## src/rtl/gpio_apb_controller.sv

```systemverilog
// 256-bit GPIO block with a zero-wait-state APB register slave.
// Provides output data/enable banks, synchronized inputs and edge interrupts.
module gpio_apb_controller (
    input  logic         clk,
    input  logic         rst,
    input  logic [11:0]  paddr,
    input  logic         pwrite,
    input  logic         psel,
    input  logic         penable,
    input  logic [3:0]   pstrb,
    input  logic [31:0]  pwdata,
    output logic [31:0]  prdata,
    output logic         pready,
    output logic         pslverr,
    output logic         interrupt,
    input  logic [255:0] gpio_in_data,
    output logic [255:0] gpio_out_data,
    output logic [255:0] gpio_out_enable
);

    typedef enum logic [2:0] {
        BankOut,
        BankOen,
        BankIn,
        BankRise,
        BankFall,
        BankStat,
        BankNone
    } bank_e;

    bank_e        bank;
    logic [2:0]   widx;
    logic         access;
    logic         err_cond;
    logic         wr_en;
    logic [255:0] wr_mask;
    logic [255:0] wr_data;
    logic [31:0]  rd_word;
    logic         unused_addr;

    logic [255:0] out_q, out_d;
    logic [255:0] oen_q, oen_d;
    logic [255:0] rise_q, rise_d;
    logic [255:0] fall_q, fall_d;
    logic [255:0] stat_q, stat_d;
    logic [255:0] sync1_q, sync2_q, prev_q;
    logic [255:0] edge_set;
    logic [255:0] stat_clr;
    logic         irq_q;

    assign unused_addr = ^paddr[1:0];
    assign widx        = paddr[4:2];
    assign wr_data     = {8{pwdata}};

    // Each bank spans 8 words (32 bytes), so bits [11:5] select the bank.
    always_comb begin
        bank = BankNone;
        case (paddr[11:5])
            7'h00:   bank = BankOut;
            7'h08:   bank = BankOen;
            7'h10:   bank = BankIn;
            7'h18:   bank = BankRise;
            7'h1C:   bank = BankFall;
            7'h20:   bank = BankStat;
            default: bank = BankNone;
        endcase
    end

    assign access   = psel & penable;
    assign err_cond = (bank == BankNone) | (pwrite & (bank == BankIn));
    assign wr_en    = access & pwrite & ~err_cond;

    always_comb begin
        wr_mask = '0;
        for (int b = 0; b < 4; b++) begin
            wr_mask[32 * int'(widx) + 8 * b +: 8] = {8{pstrb[b]}};
        end
    end

    always_comb begin
        out_d  = out_q;
        oen_d  = oen_q;
        rise_d = rise_q;
        fall_d = fall_q;
        if (wr_en && bank == BankOut)  out_d  = (out_q  & ~wr_mask) | (wr_data & wr_mask);
        if (wr_en && bank == BankOen)  oen_d  = (oen_q  & ~wr_mask) | (wr_data & wr_mask);
        if (wr_en && bank == BankRise) rise_d = (rise_q & ~wr_mask) | (wr_data & wr_mask);
        if (wr_en && bank == BankFall) fall_d = (fall_q & ~wr_mask) | (wr_data & wr_mask);
    end

    // A new edge overrides a same-cycle write-1-to-clear.
    assign edge_set = (rise_q & sync2_q & ~prev_q) | (fall_q & ~sync2_q & prev_q);
    assign stat_clr = (wr_en && bank == BankStat) ? (wr_data & wr_mask) : '0;
    assign stat_d   = (stat_q & ~stat_clr) | edge_set;

    always_ff @(posedge clk or posedge rst) begin
        if (rst) begin
            out_q   <= '0;
            oen_q   <= '0;
            rise_q  <= '0;
            fall_q  <= '0;
            stat_q  <= '0;
            sync1_q <= '0;
            sync2_q <= '0;
            prev_q  <= '0;
            irq_q   <= 1'b0;
        end else begin
            out_q   <= out_d;
            oen_q   <= oen_d;
            rise_q  <= rise_d;
            fall_q  <= fall_d;
            stat_q  <= stat_d;
            sync1_q <= gpio_in_data;
            sync2_q <= sync1_q;
            prev_q  <= sync2_q;
            irq_q   <= |stat_q;
        end
    end

    always_comb begin
        rd_word = '0;
        case (bank)
            BankOut:  rd_word = out_q[32 * int'(widx) +: 32];
            BankOen:  rd_word = oen_q[32 * int'(widx) +: 32];
            BankIn:   rd_word = sync2_q[32 * int'(widx) +: 32];
            BankRise: rd_word = rise_q[32 * int'(widx) +: 32];
            BankFall: rd_word = fall_q[32 * int'(widx) +: 32];
            BankStat: rd_word = stat_q[32 * int'(widx) +: 32];
            default:  rd_word = '0;
        endcase
    end

    assign prdata          = (psel & ~pwrite & ~rst) ? rd_word : 32'h0;
    assign pslverr         = access & err_cond & ~rst;
    assign pready          = 1'b1;
    assign interrupt       = irq_q;
    assign gpio_out_data   = out_q;
    assign gpio_out_enable = oen_q;

endmodule

```

## config.mk

```make
export PLATFORM = sky130hd
export DESIGN_NAME = gpio_apb_controller
export DESIGN_NICKNAME = d
export VERILOG_FILES = /design/src/rtl/gpio_apb_controller.sv
export SDC_FILE = /design/constraint.sdc
export NUM_CORES = 2
export LEC_CHECK = 0
export CORE_UTILIZATION = 35
export CTS_BUF_LIST = sky130_fd_sc_hd__clkbuf_8
export CTS_CLUSTER_DIAMETER = 40
export DETAILED_ROUTE_END_ITERATION = 10
export HOLD_SLACK_MARGIN = 0.12
export RECOVER_POWER = 50
export SYNTH_ARGS = -nofsm -noshare
export SYNTH_HDL_FRONTEND = slang
export SYNTH_SLANG_ARGS = --single-unit
```

## constraint.sdc

```tcl
create_clock -name clk -period 193.4 [get_ports clk]
set_input_delay 38.68 -clock clk [delete_from_list [all_inputs] [get_ports clk]]
set_output_delay 38.68 -clock clk [all_outputs]
set_load 0.05 [all_outputs]
```

==> flow_metrics.py <==
metrics = {
    "drt": {
        "wirelength_um": 411500,
        "drc": 114,
        "vias": 69100,
        "drtIter0Drc": 9610,
        "drt_pass1_iterations": 11,
        "via_per_inst": 6.105,
        "wl_per_cell_um": 36.35,
        "antenna_left": 0,
    },
    "placement": {
        "hpwl_um": 279000,
        "place.gp.congestion": 0.9393,
        "io_buffers": 852,
        "pre_cts_slack_ns": 108.29,
    },
    "sta": {
        "worst_pin_slew_ns": 8.466,
        "slew_violations": 1050,
        "finalCriticalPeriod_ns": 86.49,
        "finalCritPeriodShare_pct": 44.72,
        "fmax_mhz": 11.56,
        "tns_ns": 0,
        "setup_ws_ns": 106.91,
        "finalHoldViolCount": 0,
        "fin_skew_ns": 0.08371,
        "maxSlewHeadroom_pct": -464.4,
        "setup_viol": 0,
        "rsz0062_at_grt": "false",
    },
    "yosys": {
        "syn-num-nets": 7158,
        "synthFlopType": "dfrtp_1",
        "synth_warnings": 0,
        "synth_seq_cells": 2049,
        "synth_top_cell_by_area": "dfrtp_1",
        "syn-instance-count": 6842,
        "synth-async-reset-ratio_pct": 100.0,
        "synth_area_um2": 83970,
        "ys_types": 98,
        "synthTopCellsByCount": "2049 x dfrtp_1, 931 x nand2_1, 839 x mux2_2, 479 x o21ai_0, 316 x o211ai_1",
        "yosysMostFrequentCell": "dfrtp_1",
        "yosysTopAreaCellShare_pct": 61.06,
        "postSynthAreaPerCell_um2": 12.27,
        "synth_area_leaders": "dfrtp_1 61%, mux2_2 11%, nand2_1 4.2%",
        "synth_edf_count": 0,
        "ys_seq_area_share_pct": 61.06,
    },
    "setup_path": {
        "cp_max_fo": 35,
        "endpoint_kind": "output pin",
        "cp_slowest_stage_delay_ns": 1.19,
        "critPathSlowestCell": "or4_2",
        "r2r-start": "stat_q[222]",
        "worstSetupPathType": "primary input to output pin",
        "crit_required_ns": 154.72,
        "cp.arrival_ns": 47.81,
        "crit_start": "paddr[11]",
        "crit_path_cell_trace": "dlygate4sd3_1, or3_2, nor3_1, clkbuf_1, nand2_1, ha_1, buf_4, or4_2, nor2_4, buf_4, buf_4, a222oi_1, o21ai_0, o21ai_0, o211a_1, o32ai_1, clkdlybuf4s50_1",
        "cp-start-kind": "primary input",
        "crit_top_cell": "buf_4",
    },
    "hold_path": {
        "hp-start": "sync1_q[13]",
        "hold_path.class": "flip-flop to flip-flop",
    },
    "clocking": {
        "clk_pin_slew_worst_paths_ns": 0.06,
        "cts_resized": 0,
        "clock_latency_ns": 1.16,
        "htreeDepth": 5,
        "cts_hold_buf": 0,
        "clock-sinks": 2049,
        "cts_buffers": 401,
        "ctsLongestPathBuffers": 4,
        "cts_tree": "done",
        "root_buffer": "clkbuf_8",
        "cts_setup_buffers": 0,
    },
    "grt": {
        "antenna_found_initial": 56,
        "use_met1_pct": 43.31,
        "grt_util_met2_pct": 48.15,
        "grt_overflow": 0,
        "grt_pass1_vias": 67430,
        "grt_pass1_wl_um": 560600,
        "top_usage_layer": "met2",
        "grt_usage_pct": 33.36,
        "grt_max_degree": 194,
        "grt.met3_usage_pct": 10.32,
    },
    "cells_and_area": {
        "area_delta_synth_final_pct": 24.36,
        "drive_above_1_share_pct": 21.21,
        "fin_nets": 8162,
    },
    "floorplanning": {
        "die_h_um": 491.8,
        "fp.dieW_um": 491.8,
        "start_util_pct": 35.27,
        "core_um2": 238100,
        "rows": 179,
        "ios": 856,
        "dieArea_um2": 241900,
    },
    "power": {
        "total_leakage_power_uw": 0.04682,
        "ir_drop_mv": 0.005622,
        "p_int_uw": 708.1,
        "power.density_nw_per_um2": 9.019,
        "p_comb_share_pct": 4.3,
        "switchingPower_uw": 233.5,
        "clkPwrFrac_pct": 48.3,
        "switching_share_pct": 24.80,
        "p_seq_share_pct": 47.4,
    },
    "run_status": {
        "violations": "DRC, capacitance limit, slew limit",
        "status": "finished with violations",
    },
    "job": {
        "cap_violations": 14,
    },
}
[cells by family (layout without fill, tap and decap cells)]
| group | count (synthesis) | count (layout) | share of synthesized area [%] |
|---|---|---|---|
| flip-flops | 2049 | 2049 | 61.06 |
| AND/OR/NAND/NOR | 1771 | 1771 | 10.52 |
| AO/OA/AOI/OAI | 1611 | 1611 | 13.31 |
| multiplexers | 916 | 916 | 12.42 |
| buffers and inverters | 487 | 1765 | 2.581 |
| adder cells (fa/ha/maj) | 7 | 7 | 0.1043 |
| other | 1 | 32 | 0.004466 |
[worst max-delay path, delay by kind of cell]
family | cells | cell delay (ns)
fa+ha+maj | 1 | 0.80
buf+inv | 6 | 4.04
compound gates | 5 | 1.70
simple gates | 5 | 2.41
[worst paths after layout]
| kind | end | slack [ns] | cells past startpoint |
|---|---|---|---|
| worst min-delay path | sync2_q[13] | 0.31 | 0 |
| min in group asynchronous | sync2_q[134] | 39.94 | 2 |
| worst max-delay path | prdata[1] | 106.91 | 17 |
| max in group asynchronous | sync2_q[212] | 139.66 | 6 |
| worst max register to register | interrupt | 188.95 | 4 |
| worst min register to register | sync2_q[13] | 0.31 | 0 |
[power groups by stage]
| stage | combinational [µW] | clock [µW] | sequential [µW] |
|---|---|---|---|
| 2_1_floorplan | 17.2 | 0 | 452 |
| 3_3_place_gp | 41.3 | 0 | 453 |
| 3_5_place_dp | 41.7 | 0 | 453 |
| 4_1_cts | 41.8 | 461 | 446 |
| 5_1_grt | 42.7 | 480 | 446 |
| 6_report | 40.6 | 455 | 446 |
[stage by stage]
stage	total power (µW)	area, µm²	instances	utilization, %	hold WS (ns)
floorplan	469.2	83970	6842	-	0.3312
global placement	494.0	96200	10610	40.41	0.3347
detailed placement	494.6	96200	10610	40.41	0.3347
CTS	947.9	104500	11290	43.88	0.3127
global route	969.3	104400	11300	43.84	0.3205
finish	941.7	104400	11320	43.86	0.3109
[area by class of cell]
cell class	count	area [µm²]
Fill cell	22090	133700
Sequential cell	2049	51270
Multi-Input combinational cell	4306	30730
Timing Repair Buffer	1032	9911
Clock buffer	478	6579
Tap cell	3167	3963
Clock inverter	199	1674
Inverter	56	211.5
Antenna cell	31	77.57
[layer usage]
metal	vias to the layer above	wire [µm]	share of wire, %
met4	14	28630	7.0
li1	27440	-	-
met1	35660	159700	39
met2	4925	176000	43
met5	-	85	0.021
met3	1067	47090	11
[layout by cell type (no fill, tap or decap), types with 108 or more instances in the layout]
cell	Yosys	layout
dfrtp_1	2049	2049
clkbuf_8	0	478
a22oi_1	152	152
o21ai_0	479	480
nand2_1	931	926
a221oi_1	129	129
inv_1	53	150
nand3b_1	242	242
o211ai_1	316	316
dlygate4sd3_1	0	771
buf_4	28	162
mux2_2	839	839
a21oi_1	108	108
nor2_1	147	127
nand3_1	170	170
Power figures use the tool's default switching activity.
